$ cat config.mk
export PLATFORM = sky130hd
export DESIGN_NAME = filter_out_decimator
export DESIGN_NICKNAME = d
export VERILOG_FILES = /design/src/rtl/filter_decim_pkg.sv /design/src/rtl/decim_fifo.sv /design/src/rtl/filter_out_decimator.sv
export SDC_FILE = /design/constraint.sdc
export NUM_CORES = 1
export LEC_CHECK = 0
export BUFFER_PORTS_ARGS = -buffer_cell sky130_fd_sc_hd__buf_4
export CORE_MARGIN = 4
export CORE_UTILIZATION = 53
export DETAILED_ROUTE_END_ITERATION = 12
export HOLD_SLACK_MARGIN = 0.02
export PLACE_DENSITY = 0.72
export SYNTH_ARGS = -nofsm -noshare
export SYNTH_HDL_FRONTEND = slang
export SYNTH_SLANG_ARGS = --single-unit
export TNS_END_PERCENT = 20
$ cat constraint.sdc
create_clock -name clk -period 9.62 [get_ports clk]
set_input_delay 1.924 -clock clk [delete_from_list [all_inputs] [get_ports clk]]
set_output_delay 1.924 -clock clk [all_outputs]
set_load 0.005 [all_outputs]
$ cat src/rtl/filter_decim_pkg.sv
// rtl/filter_decim_pkg.sv - shared defaults, widths and round/saturate helper for filter_out_decimator
//
// Contents:
//   M_DEF, DECIM_DEF    default sample width and decimation ratio
//   ACC_W, OUT_W        accumulator and output widths for the defaults
//   SAT_MAX, SAT_MIN    output clip limits for the defaults
//   round_sat()         round-half-up, arithmetic shift, saturate; returns value and clip flag
package filter_decim_pkg;

    localparam int M_DEF     = 7;
    localparam int DECIM_DEF = 4;
    localparam int L_DEF     = $clog2(DECIM_DEF);
    localparam int ACC_W     = 2 * M_DEF + L_DEF;
    localparam int OUT_W     = M_DEF;
    localparam int SAT_MAX   = 2 ** (M_DEF - 1) - 1;
    localparam int SAT_MIN   = -(2 ** (M_DEF - 1));

    typedef struct packed {
        logic signed [31:0] val;
        logic               clip;
    } round_sat_t;

    // The sum arrives sign-extended to 64 bits, far wider than 2*M+L+1,
    // so adding the rounding constant can never wrap.
    function automatic round_sat_t round_sat(
        input logic signed [63:0] sum,
        input int                 frac_sh,
        input int                 out_w
    );
        logic signed [63:0] r;
        logic signed [63:0] hi;
        logic signed [63:0] lo;
        round_sat_t         res;
        r        = (sum + (64'sd1 <<< (frac_sh - 1))) >>> frac_sh;
        hi       = (64'sd1 <<< (out_w - 1)) - 64'sd1;
        lo       = -(64'sd1 <<< (out_w - 1));
        res.val  = r[31:0];
        res.clip = 1'b0;
        if (r > hi) begin
            res.val  = hi[31:0];
            res.clip = 1'b1;
        end else if (r < lo) begin
            res.val  = lo[31:0];
            res.clip = 1'b1;
        end
        return res;
    endfunction

endpackage

$ cat src/rtl/decim_fifo.sv
// rtl/decim_fifo.sv - synchronous first-word-fall-through FIFO for decimated results
//
// Ports:
//   clk, rst_n   clock, asynchronous active-low reset
//   i_push       write i_data at the tail (dropped when full unless a pop happens too)
//   i_data       tail write data
//   i_pop        consumer request; ignored while empty
//   o_data       head word; while empty it holds the last word popped (0 after reset)
//   o_empty      no entries
//   o_full       DEPTH entries
//   o_count      occupancy, 0..DEPTH
//   o_drop       push this cycle was discarded
module decim_fifo #(
    parameter int W     = 7,
    parameter int DEPTH = 4,
    localparam int AW   = $clog2(DEPTH),
    localparam int CW   = AW + 1
) (
    input  logic          clk,
    input  logic          rst_n,
    input  logic          i_push,
    input  logic [W-1:0]  i_data,
    input  logic          i_pop,
    output logic [W-1:0]  o_data,
    output logic          o_empty,
    output logic          o_full,
    output logic [CW-1:0] o_count,
    output logic          o_drop
);

    logic [W-1:0]  r_mem [DEPTH];
    logic [AW-1:0] r_wr_ptr;
    logic [AW-1:0] r_rd_ptr;
    logic [CW-1:0] r_count;
    logic [W-1:0]  r_last;
    logic          w_do_push;
    logic          w_do_pop;

    assign o_empty   = (r_count == '0);
    assign o_full    = (r_count == CW'(DEPTH));
    assign w_do_pop  = i_pop & ~o_empty;
    // A simultaneous pop frees the slot, so a full FIFO can still accept.
    assign w_do_push = i_push & (~o_full | w_do_pop);
    assign o_drop    = i_push & ~w_do_push;
    assign o_count   = r_count;
    assign o_data    = o_empty ? r_last : r_mem[r_rd_ptr];

    always_ff @(posedge clk or negedge rst_n) begin
        if (!rst_n) begin
            for (int i = 0; i < DEPTH; i++) begin
                r_mem[i] <= '0;
            end
            r_wr_ptr <= '0;
            r_rd_ptr <= '0;
            r_count  <= '0;
            r_last   <= '0;
        end else begin
            if (w_do_push) begin
                r_mem[r_wr_ptr] <= i_data;
                r_wr_ptr        <= r_wr_ptr + 1'b1;
            end
            if (w_do_pop) begin
                r_last   <= r_mem[r_rd_ptr];
                r_rd_ptr <= r_rd_ptr + 1'b1;
            end
            case ({w_do_push, w_do_pop})
                2'b10:   r_count <= r_count + 1'b1;
                2'b01:   r_count <= r_count - 1'b1;
                default: r_count <= r_count;
            endcase
        end
    end

endmodule

$ cat src/rtl/filter_out_decimator.sv
// rtl/filter_out_decimator.sv - integrate-and-dump decimator with round/saturate and output FIFO
//
// Ports:
//   clk, rst_n   clock, asynchronous active-low reset
//   filter_in    signed 2*M-bit filter output, Q(2M)
//   in_valid     filter_in valid this cycle
//   out_data     signed M-bit decimated sample, Q(M), FIFO head
//   out_valid    FIFO not empty
//   out_ready    consumer accepts out_data
//   overflow     sticky: a result was dropped on a full FIFO
//   fifo_count   FIFO occupancy
//   sat_count    (FILTER_OUT_DECIMATOR_SATCNT_EN only) saturating count of clipped blocks
module filter_out_decimator
    import filter_decim_pkg::*;
#(
    parameter int M          = M_DEF,
    parameter int DECIM      = DECIM_DEF,
    parameter int FIFO_DEPTH = 4,
    localparam int L         = $clog2(DECIM),
    localparam int CW        = $clog2(FIFO_DEPTH) + 1
) (
    input  logic                 clk,
    input  logic                 rst_n,
    input  logic signed [2*M-1:0] filter_in,
    input  logic                 in_valid,
    output logic signed [M-1:0]  out_data,
    output logic                 out_valid,
    input  logic                 out_ready,
    output logic                 overflow,
    output logic [CW-1:0]        fifo_count
`ifdef FILTER_OUT_DECIMATOR_SATCNT_EN
    ,
    output logic [15:0]          sat_count
`endif
);

    localparam int AW_ACC = 2 * M + L;

    logic signed [AW_ACC-1:0] r_acc;
    logic [L-1:0]             r_phase;
    logic signed [M-1:0]      r_stage;
    logic                     r_stage_valid;
    logic                     r_overflow;

    logic signed [AW_ACC-1:0] w_sum;
    logic                     w_dump;
    round_sat_t               w_rs;
    logic                     w_fifo_empty;
    logic                     w_fifo_full;
    logic                     w_fifo_drop;
    logic [33-M:0]            w_unused_bits;

    assign w_sum  = r_acc + {{L{filter_in[2*M-1]}}, filter_in};
    assign w_dump = in_valid & (r_phase == L'(DECIM - 1));
    assign w_rs   = round_sat({{(64 - AW_ACC){w_sum[AW_ACC-1]}}, w_sum}, M + L, M);

    always_ff @(posedge clk or negedge rst_n) begin
        if (!rst_n) begin
            r_acc         <= '0;
            r_phase       <= '0;
            r_stage       <= '0;
            r_stage_valid <= 1'b0;
        end else begin
            r_stage_valid <= 1'b0;
            if (w_dump) begin
                r_acc         <= '0;
                r_phase       <= '0;
                r_stage       <= w_rs.val[M-1:0];
                r_stage_valid <= 1'b1;
            end else if (in_valid) begin
                r_acc   <= w_sum;
                r_phase <= r_phase + 1'b1;
            end
        end
    end

    always_ff @(posedge clk or negedge rst_n) begin
        if (!rst_n) begin
            r_overflow <= 1'b0;
        end else if (w_fifo_drop) begin
            r_overflow <= 1'b1;
        end
    end

    decim_fifo #(
        .W     (M),
        .DEPTH (FIFO_DEPTH)
    ) u_fifo (
        .clk     (clk),
        .rst_n   (rst_n),
        .i_push  (r_stage_valid),
        .i_data  (r_stage),
        .i_pop   (out_ready),
        .o_data  (out_data),
        .o_empty (w_fifo_empty),
        .o_full  (w_fifo_full),
        .o_count (fifo_count),
        .o_drop  (w_fifo_drop)
    );

    assign out_valid = ~w_fifo_empty;
    assign overflow  = r_overflow;

`ifdef FILTER_OUT_DECIMATOR_SATCNT_EN
    logic [15:0] r_sat_count;

    // Counted at the dump edge, so a clipped block counts even if the FIFO later drops it.
    always_ff @(posedge clk or negedge rst_n) begin
        if (!rst_n) begin
            r_sat_count <= '0;
        end else if (w_dump && w_rs.clip && (r_sat_count != 16'hFFFF)) begin
            r_sat_count <= r_sat_count + 16'd1;
        end
    end

    assign sat_count     = r_sat_count;
    assign w_unused_bits = {w_rs.val[31:M], 1'b0, w_fifo_full};
`else
    assign w_unused_bits = {w_rs.val[31:M], w_rs.clip, w_fifo_full};
`endif

endmodule

=== After elaboration in Yosys (flattened, before gate mapping) ===
Cells that the tools add are included.

* Add/subtract/negate cells: 7
* Order comparisons: 5
* Equality and inequality tests: 4
* Mux-type cells: 15
* Bitwise logic cells: 10
* Reduce and logical (&&, ||, !) cells: 4

{| class="wikitable"
|+ Operators with widths
! operator !! count
|-
| 16-bit 2-to-1 mux || 2
|-
| 28-bit bitwise mux || 1
|-
| 7-bit 2-to-1 mux || 4
|-
| 16-bit by 10-bit adder with 17-bit output, second input constant || 1
|-
| 16-bit adder || 1
|-
| 8-bit 2-to-1 mux || 2
|-
| 7-bit binary-select mux with 2-bit select || 1
|-
| 7-bit demux with 2-bit select || 1
|-
| 8-bit by 7-bit > comparator with 1-bit output, second input constant || 1
|-
| 8-bit by 7-bit less-than comparator with 1-bit output, second input constant || 1
|-
| 2-bit by 1-bit adder with 2-bit output, second input constant || 3
|-
| 3-bit >= comparator, second input constant || 2
|-
| 2-bit NOT with 3-bit output || 2
|-
| 3-bit one-hot mux with 2 select lines || 1
|-
| 1-bit AND || 4
|-
| 2-bit == test, second input constant || 2
|-
| 2-bit 2-to-1 mux || 2
|-
| 2-bit nonzero test || 2
|-
| 3-bit by 1-bit adder with 3-bit output, second input constant || 1
|-
| 3-bit == test, second input constant || 1
|-
| 3-bit logical NOT || 1
|-
| 3-bit by 1-bit less-than comparator with 1-bit output, second input constant || 1
|-
| 1-bit NOT || 3
|-
| 3-bit by 1-bit subtractor with 3-bit output, second input constant || 1
|-
| 4 further kinds || 4
|}

* Register bits after elaboration: 69
* Input bits: 18
* Output and inout bits: 12
* Word-level logic and storage cells: 58

=== Logic depth before layout (Yosys ltp) ===
Gate-level depths: netlist (run 1).

* Depth after elaboration: 7
* Gate-level depth with buffers: 13
* Gate-level depth less buffers: 13

=== Hierarchy ===
A second synthesis (run 1) with hierarchy kept.

* Cell total of the unflattened synthesis: 363
* Area, all modules: 4152.7 µm²

{| class="wikitable"
|+ Modules (own cells, without submodules)
! module !! times used !! cells each !! area each (µm²) !! seq. area each (µm²)
|-
| filter_out_decimator || 1 || 233 || 2178.3 || 675.6
|-
| decim_fifo || 1 || 130 || 1974.4 || 1051.0
|}

=== Worst setup path after synthesis (run 1) ===
Ideal clock, no wire load.

* Kind: input to register
* Start point: input port filter_in[0]
* End point: register r_stage[0]
* Library setup time: 0.141 ns
* Arrival: 4.604 ns
* Data required time: 9.479 ns
* Slack: 4.875 ns
* Cell stages on the path: 11
* Buffers on the path: 0
* Cells stage by stage: ha_1 -> fa_1 -> a21oi_1 -> o22ai_1 -> o32ai_1 -> xnor2_1 -> nor4b_2 -> or4b_4 -> or3_1 -> nand2_1 -> a31oi_1

* Longest elaborated chain between the ends: 5
* Elaborated cells between the ends (all ways): 6
* Those cells by class: add/sub (2); order compare (2); mux (2)

{| class="wikitable"
|+ RTL lines
! element !! line !! RTL
|-
| from (decl) || filter_out_decimator.sv:24 || <nowiki>input logic signed [2*M-1:0] filter_in,</nowiki>
|-
| 16-bit adder (*) || filter_out_decimator.sv:53 || <nowiki>assign w_sum = r_acc + {{L{filter_in[2*M-1]}}, filter_in};</nowiki>
|-
| 16-bit by 10-bit adder with 17-bit output (*) || filter_decim_pkg.sv:34 || <nowiki>r = (sum + (64'sd1 <<< (frac_sh - 1))) >>> frac_sh;</nowiki>
|-
| 8-bit by 7-bit less-than comparator with 1-bit output || filter_decim_pkg.sv:42 || <nowiki>end else if (r < lo) begin</nowiki>
|-
| 8-bit 2-to-1 mux || filter_decim_pkg.sv:42 ||
|-
| 8-bit 2-to-1 mux (*) || filter_decim_pkg.sv:39 || <nowiki>if (r > hi) begin</nowiki>
|-
| to (signal assigned) || filter_out_decimator.sv:68 || <nowiki>r_stage <= w_rs.val[M-1:0];</nowiki>
|-
| to (decl) || filter_out_decimator.sv:41 || <nowiki>logic signed [M-1:0] r_stage;</nowiki>
|}

Mark *: on every way between the ends. The rest lies on a longest branch, timed or not.
A chain may end at the register's enable or synchronous reset.

=== Worst setup path after layout (run 1) ===
* Start point: input port filter_in[0]
* End point: register r_stage[5]

The elaborated chain is that of the path after synthesis.

==> results.cfg, run 1 <==
[synthesis]
synth_cell_types = 55
synth-edff-count = 0
synthArstFlopShare_pct = 100
synth_area_per_cell_um2 = 10.9
synth-main-ff-cell = dfrtp_1
yosysWarnings = 0
netlist.area_leader.share_pct = 43.2
syn_nets = 408
synth_cells = 366
yosysSeqAreaShare_pct = 43.2
synth_seq_cells = 69
synthTopCellsByArea = dfrtp_1 43%, mux2_2 12%, ha_1 6.9%, mux4_2 3.9%, inv_1 3.1%
yosysTopAreaCell = dfrtp_1
syn_area_um2 = 3990

[timing]
setup_tns_ps = 0
grt_setup_unrepaired = false
fmax_ghz = 0.208
max_slew_margin_pct = 43.8
fin_ws_ps = 4800
drv_slew = 0
worst_slew_pin_slew_ps = 844
skew_ps = 13.3
fin_crit_ps = 4820
finalCritPeriodShare_pct = 50.1
setup_violations = 0
hold_viol_final = 0

[outcome]
status = completed

[global_routing]
grt_use_met3_pct = 3.98
global_route.usage.total_pct = 19.6
globalRouteMet2Util_pct = 33.3
grt_pass1_vias = 2841
grt_pass1_wl_um = 13700
use_met1_pct = 24.4
grt.busiest_layer = met2
antenna_found_initial = 0
grt_max_degree = 70
grt-ovfl-total = 0

[run]
cap_violations = 0

[layout]
nets = 432
area_growth_pct = 11.8
drive_gt1_share_pct = 26.3
final_cell_area_um2 = 4460
fin_cells = 494
num_antenna_cells = 0

[die]
die-height_um = 94.8
ios = 30
chipWidth_um = 94.8
start_util_pct = 54.8
dieArea_um2 = 8990
rows = 31
core_um2 = 7290

[route]
vias_per_cell = 5.63
firstDrtPassIters = 4
wl_per_cell_um = 15.8
drc = 0
drtIter0Drc = 86
ant_nets = 0
wl_um = 7790
num_vias = 2782

[worst_setup_path]
setup.worst_path.end_class = flop
crit_path_max_fanout = 5
critical_path_class = in -> reg
worstPathArrival_ps = 5020
crit_path_start_kind = input pin
cp.required_ps = 9820

[power_and_ir_drop]
leakagePower_nw = 2.06
irDropWorstVdd_mv = 0.132
pwr_density_cell_nw_per_um2 = 356
power_w = 0.00159

[cts]
cts_resized = 0
cts_buffers = 9
cts_max_path_buffers = 2
clk_latency_ps = 340
cts_setup_buffers = 0
cts.root.buffer_cell = clkbuf_8
clock-sinks = 69
clk_pin_slew_worst_paths_ps = 80
cts_tree = yes
cts_hold_buf = 0
ctsHtreeMaxLevel = 3

[place]
place_ws_ps = 4500
gp_congestion = 0.837
placed_area_um2 = 4260
dp_cells = 478
hpwl_um = 5650
port_buffers = 29

[min_path]
min_path_type = reg -> reg
-- state kept, by name, indices dropped and copies added, names as in the netlist --
signal	flops
u_fifo.r_mem	28
r_acc	16
r_stage	7
u_fifo.r_last	7
u_fifo.o_count	3
r_phase	2
u_fifo.r_rd_ptr	2
u_fifo.r_wr_ptr	2
overflow	1
r_stage_valid	1
-- critical path, stage by stage --
cell     delay, ps
buf_4          110
ha_1           210
fa_1           400
a21oi_1        270
o22ai_1        190
o32ai_1        400
xnor2_1        260
nor4b_2        280
or4b_4         500
or3_1          340
nand2_1         80
a31oi_1         70
-- worst paths after layout --
check	from	endpoint	slack [ps]	depth (start not counted)
min	overflow	overflow	460	1
min reg2reg	overflow	overflow	460	1
max reg2reg	r_acc[0]	r_stage[5]	6100	11
min in group asynchronous	rst_n	u_fifo.r_last[0]	1680	1
max in group asynchronous	rst_n	u_fifo.r_mem[2]	7380	1
max	filter_in[0]	r_stage[5]	4800	12
-- power breakdown --
group / total (W) / leakage, nW / switching, W / internal (W)
Clock: 0.000237 / 0.106 / 0.000111 / 0.000126
Sequential: 0.000533 / 0.842 / 0.000103 / 0.000430
Combinational: 0.000819 / 1.11 / 0.000403 / 0.000415
-- cell usage after synthesis (all sizes together), types with 3 or more instances --
library cell / number
nand3: 8
mux2: 43
and2: 4
nor2: 15
nand2b: 5
a21o: 6
clkbuf: 10
mux4: 7
o21ai: 6
nor3: 7
buf: 6
a21oi: 16
dfrtp: 69
ha: 22
mux2i: 4
o22ai: 15
inv: 33
xnor2: 10
nand2: 22
a31oi: 7
xor2: 9
nor2b: 3
nor4: 3
nand4: 3
-- through the flow --
stage                     util (%)  hold WS, ps
after detailed placement      58.4          446
after CTS                     61.2          465
after global placement        58.4          447
after global routing          61.2          514
after floorplan                  -          441
final                         61.2          459
-- final cells by class --
cell class              instances  area [um2]
multi-input cells             248        2070
fillers                       636        2830
repair buffers                 29         218
well taps                      99         124
inverters                      33         124
clock inverters                 6        62.6
clock buffers                  10         138
flip-flops and latches         69        1730
-- cells in the final DEF (no fill, tap or decap), types with 2 or more instances in the layout --
master and instances:
dfrtp_1 69, mux2_2 43, inv_1 33, buf_4 29, nand2_1 22, ha_1 22, a21oi_1 16, o22ai_1 15
nor2_1 15, xnor2_1 10, clkbuf_8 10, nand3_1 8, xor2_1 8, mux4_2 7, a31oi_1 7, nor3_1 7
o21ai_0 6, a21o_1 5, nand2b_1 5, and2_1 4, mux2i_1 4, nand4_1 3, nor2b_1 3, nor4_1 3
clkinv_2 3, or3_1 2, or2_2 2, a221o_1 2, o21a_1 2, o32ai_1 2, fa_1 2, clkinv_4 2
-- kinds of logic (layout without fill, tap and decap cells) --
family | after synthesis | after routing | synth area share, %
buf+inv | 49 | 78 | 4.92
flops | 69 | 69 | 43.2
mux | 54 | 54 | 17.1
fa+ha+maj | 24 | 24 | 7.90
xor+xnor | 19 | 19 | 4.36
simple gates | 84 | 84 | 11.1
compound gates | 67 | 67 | 11.4
-- metal layers --
layer  routed length, um  share of wire, %
met5                   0                 0
met4                 112               1.4
met3                 286               3.7
met2                3890                50
met1                3490                45
(Power assumes the default switching activity.)
==> run 2, diff against run 1 <==
--- a/config.mk
+++ b/config.mk
@@ -10,7 +10,7 @@
 export CORE_UTILIZATION = 53
 export DETAILED_ROUTE_END_ITERATION = 12
 export HOLD_SLACK_MARGIN = 0.02
-export PLACE_DENSITY = 0.72
+export PLACE_DENSITY = 0.74
 export SYNTH_ARGS = -nofsm -noshare
 export SYNTH_HDL_FRONTEND = slang
 export SYNTH_SLANG_ARGS = --single-unit
==> constraint.sdc (replaced) <==
create_clock -name clk -period 4.2 [get_ports clk]
set_input_delay 0.84 -clock clk [delete_from_list [all_inputs] [get_ports clk]]
set_output_delay 0.84 -clock clk [all_outputs]
set_load 0.005 [all_outputs]
==> results.cfg, run 2 (synthesis results as in run 1) <==
[outcome]
status = completed

[global_routing]
grt-ovfl-total = 0
grt_pass1_vias = 2808
antenna_found_initial = 0
grt_max_degree = 70
grt_pass1_wl_um = 13100
global_route.usage.total_pct = 18.7

[place]
placed_area_um2 = 4270
gp_congestion = 0.882
place_ws_ps = 112
port_buffers = 29
hpwl_um = 5490

[layout]
largest-register = u_fifo.r_mem
final_cell_area_um2 = 4500
nets = 433
num_antenna_cells = 0
reg_top3 = u_fifo.r_mem: 28 flops, r_acc: 16 flops
final_common_cell = dfrtp_1
area_growth_pct = 12.7
drive_gt1_share_pct = 26.5
final_cell_mix = 69 x dfrtp_1, 43 x mux2_2, 33 x inv_1, 30 x buf_4
fillerInstances = 619
largest_register_ffs = 28

[cts]
cts_tree = yes
cts_resized = 0
cts_setup_buffers = 0
ctsHtreeMaxLevel = 3
cts_hold_buf = 0
clock-sinks = 69
clk_pin_slew_worst_paths_ps = 70
clk_latency_ps = 340
cts.root.buffer_cell = clkbuf_8
cts_buffers = 9
cts_max_path_buffers = 2

[die]
die-height_um = 94.8
rows = 31
core_um2 = 7290
start_util_pct = 54.8
dieArea_um2 = 8990
ios = 30
chipWidth_um = 94.8

[timing]
fin_crit_ps = 3740
max_slew_margin_pct = 42.8
finalCritPeriodShare_pct = 89.1
fmax_ghz = 0.267
worst_slew_pin_slew_ps = 858
drv_slew = 0
grt_setup_unrepaired = false
setup_violations = 0
hold_viol_final = 0
fin_ws_ps = 460
skew_ps = 7.62
setup_tns_ps = 0

[worst_setup_path]
crit_path_start_kind = input pin
path_cells = buf_4 > ha_1 > fa_1 > a21oi_1 > o22ai_1 > o32ai_1 > xnor2_1 > nor4b_2 > or4b_4 > or3_1 > nand2_1 > a31oi_1
crit_path_max_fanout = 5
critPathSlowestCell = or4b_4
critical-path-top-delay-family = simple AND/OR/NAND/NOR gates
cp.required_ps = 4400
crit_buf_inv = 1
setup.worst_path.end_class = flop
worstPathArrival_ps = 3940
slowest_delay_ps = 510
critical_path_class = in -> reg

[power_and_ir_drop]
pwr_density_cell_nw_per_um2 = 824
leakagePower_nw = 2.07
irDropWorstVdd_mv = 0.345
power_w = 0.00371

[route]
wl_per_cell_um = 15.4
ant_nets = 0
drc = 0
drtIter0Drc = 141
num_vias = 2777
wl_um = 7610
firstDrtPassIters = 4
vias_per_cell = 5.61

[run]
cap_violations = 0

[min_path]
min_path_type = reg -> reg
## run 2: per-stage QoR
step | std cells | util [%] | hold slack [ps]
floorplan | 366 | - | 441
global placement | 479 | 58.5 | 448
CTS | 495 | 61.7 | 466
global route | 495 | 61.7 | 498
finish | 495 | 61.7 | 462
detailed placement | 479 | 58.5 | 449
## run 2: path summary, 6_finish.rpt
kind / start / to / slack, ps / cells after the start
min in group asynchronous: rst_n / u_fifo.o_count[1] / 610 / 1
worst max register to register: r_acc[0] / r_stage[0] / 690 / 11
worst min-delay path: overflow / overflow / 460 / 1
max in group asynchronous: rst_n / u_fifo.r_mem[10] / 3040 / 1
worst max-delay path: filter_in[0] / r_stage[0] / 460 / 12
worst min register to register: overflow / overflow / 460 / 1
## run 2: worst register-to-register path, cell delays in order, from the launching register on
cell and delay (ps):
dfrtp_1 390, ha_1 210, fa_1 410, a21oi_1 270
o22ai_1 210, o32ai_1 360, xnor2_1 260, nor4b_2 280
or4b_4 510, or3_1 340, nand2_1 80, a31oi_1 70
## run 2: metal layers
metal | GRT usage (%) | part of all wire (%) | routed length, um | vias to the layer above
met1 | 23.8 | 45 | 3440 | 1350
li1 | - | - | - | 1371
met2 | 31.6 | 49 | 3760 | 51
met5 | 0 | 0 | 0 | -
met4 | 4.57 | 0.85 | 65 | 0
met3 | 5.02 | 4.6 | 351 | 5
## run 2: cell type report
cell class                      count  area [um2]  area share, %
Clock inverter                      6        93.8           2.09
Multi-Input combinational cell    248        2070           46.0
Inverter                           33         124           2.75
Clock buffer                       10         138           3.06
Sequential cell                    69        1730           38.4
Tap cell                           99         124           2.75
Timing Repair Buffer               30         225           5.00
## run 2: report_power, final
part | switching [W] | internal (W)
sequential | 0.000237 | 0.000984
combinational | 0.000908 | 0.000961
clock | 0.000263 | 0.000356
==> run 3, diff against run 2 <==
--- a/config.mk
+++ b/config.mk
@@ -11,6 +11,7 @@
 export DETAILED_ROUTE_END_ITERATION = 12
 export HOLD_SLACK_MARGIN = 0.02
 export PLACE_DENSITY = 0.74
+export REMOVE_ABC_BUFFERS = 1
 export SYNTH_ARGS = -nofsm -noshare
 export SYNTH_HDL_FRONTEND = slang
 export SYNTH_SLANG_ARGS = --single-unit
==> results.cfg, run 3 (synthesis results as in run 1) <==
[worst_setup_path]
critical_path_class = in -> reg
crit_buf_inv = 1
crit_path_max_fanout = 5
worstPathArrival_ps = 3970
setup.worst_path.end_class = flop
critical-path-top-delay-family = simple AND/OR/NAND/NOR gates
critPathSlowestCell = or4b_4
path_cells = buf_4 > ha_1 > fa_1 > a21oi_1 > o22ai_1 > o32ai_1 > xnor2_1 > nor4b_2 > or4b_4 > or3_1 > nand2_1 > a31oi_1
cp.required_ps = 4400
crit_path_start_kind = input pin
slowest_delay_ps = 510

[layout]
area_growth_pct = 12.5
utilization_pct = 61.6
nets = 434
drive_gt1_share_pct = 26.4
final_common_cell = dfrtp_1
reg_top3 = u_fifo.r_mem: 28 flops, r_acc: 16 flops
largest-register = u_fifo.r_mem
largest_register_ffs = 28
final_cell_mix = 69 x dfrtp_1, 43 x mux2_2, 33 x inv_1, 31 x buf_4
num_antenna_cells = 0

[die]
die-height_um = 94.8
ios = 30
start_util_pct = 54.8
chipWidth_um = 94.8
dieArea_um2 = 8990
rows = 31
core_um2 = 7290

[route]
firstDrtPassIters = 4
drc = 0
wl_per_cell_um = 16.0
num_vias = 2828
ant_nets = 0
vias_per_cell = 5.70
wl_um = 7940
drtIter0Drc = 131

[cts]
ctsHtreeMaxLevel = 3
cts_max_path_buffers = 2
cts_hold_buf = 0
clk_latency_ps = 340
cts_tree = yes
clock-sinks = 69
clk_pin_slew_worst_paths_ps = 80
cts.root.buffer_cell = clkbuf_8
cts_resized = 0
cts_buffers = 9
cts_setup_buffers = 0

[global_routing]
global_route.usage.total_pct = 19.5
grt_pass1_vias = 2988
grt_max_degree = 70
grt-ovfl-total = 0
antenna_found_initial = 0
grt_pass1_wl_um = 13700

[power_and_ir_drop]
pwr_density_cell_nw_per_um2 = 824
leakagePower_nw = 2.07
irDropWorstVdd_mv = 0.361
power_w = 0.00370

[run]
cap_violations = 0

[timing]
max_slew_margin_pct = 42.5
finalCritPeriodShare_pct = 89.7
fmax_ghz = 0.265
hold_viol_final = 0
worst_slew_pin_slew_ps = 863
skew_ps = 10.6
grt_setup_unrepaired = false
setup_tns_ps = 0
drv_slew = 0
fin_crit_ps = 3770
setup_violations = 0

[outcome]
status = completed

[min_path]
min_path_type = reg -> reg

[place]
gp_congestion = 0.861
port_buffers = 29
hpwl_um = 5730
## run 3: cell types whose count changed in the layout (fill, tap and decap cells not counted), sizes merged
cell,change
inv,-2
clkinv,+3
buf,+1
clkinvlp,-1
## run 3: metal layers
layer | part of all wire [%] | up-vias | track usage (%) | wire, um
met5 | 0 | - | 0 | 0
met2 | 51 | 52 | 33.1 | 4020
met3 | 2.9 | 11 | 3.75 | 231
li1 | - | 1370 | - | -
met1 | 45 | 1395 | 23.7 | 3530
met4 | 1.9 | 0 | 9.74 | 148
## run 3: path summary, 6_finish.rpt
path | endpoint | slack, ps | startpoint | cells after the start
setup / recovery | r_stage[0] | 430 | filter_in[0] | 12
hold / removal | overflow | 460 | overflow | 1
setup reg to reg | r_stage[0] | 660 | r_acc[0] | 11
hold reg to reg | overflow | 460 | overflow | 1
max in group asynchronous | r_acc[9] | 3030 | rst_n | 1
min in group asynchronous | u_fifo.r_last[0] | 610 | rst_n | 1
## run 3: layout make-up
cell class	count	area, um2
fillers	634	2800
clock inverters	6	87.6
multi-input cells	248	2070
inverters	33	124
repair buffers	31	233
flip-flops and latches	69	1730
clock buffers	10	128
well taps	99	124
## run 3: stage by stage
step	instance area, um2	setup WS [ps]	hold WS [ps]	instances
2_1_floorplan	3920	540	441	350
3_3_place_gp	4280	246	443	480
3_5_place_dp	4280	128	446	480
4_1_cts	4490	455	465	496
5_1_grt	4490	220	500	496
6_report	4490	432	461	496
## run 3: report_power, final
part	total [W]	internal (W)	leakage, nW	switching (W)
clock network	0.000588	0.000335	0.110	0.000253
logic	0.00189	0.000965	1.12	0.000925
registers	0.00123	0.000985	0.842	0.000241
total	0.00370	0.00228	2.07	0.00142
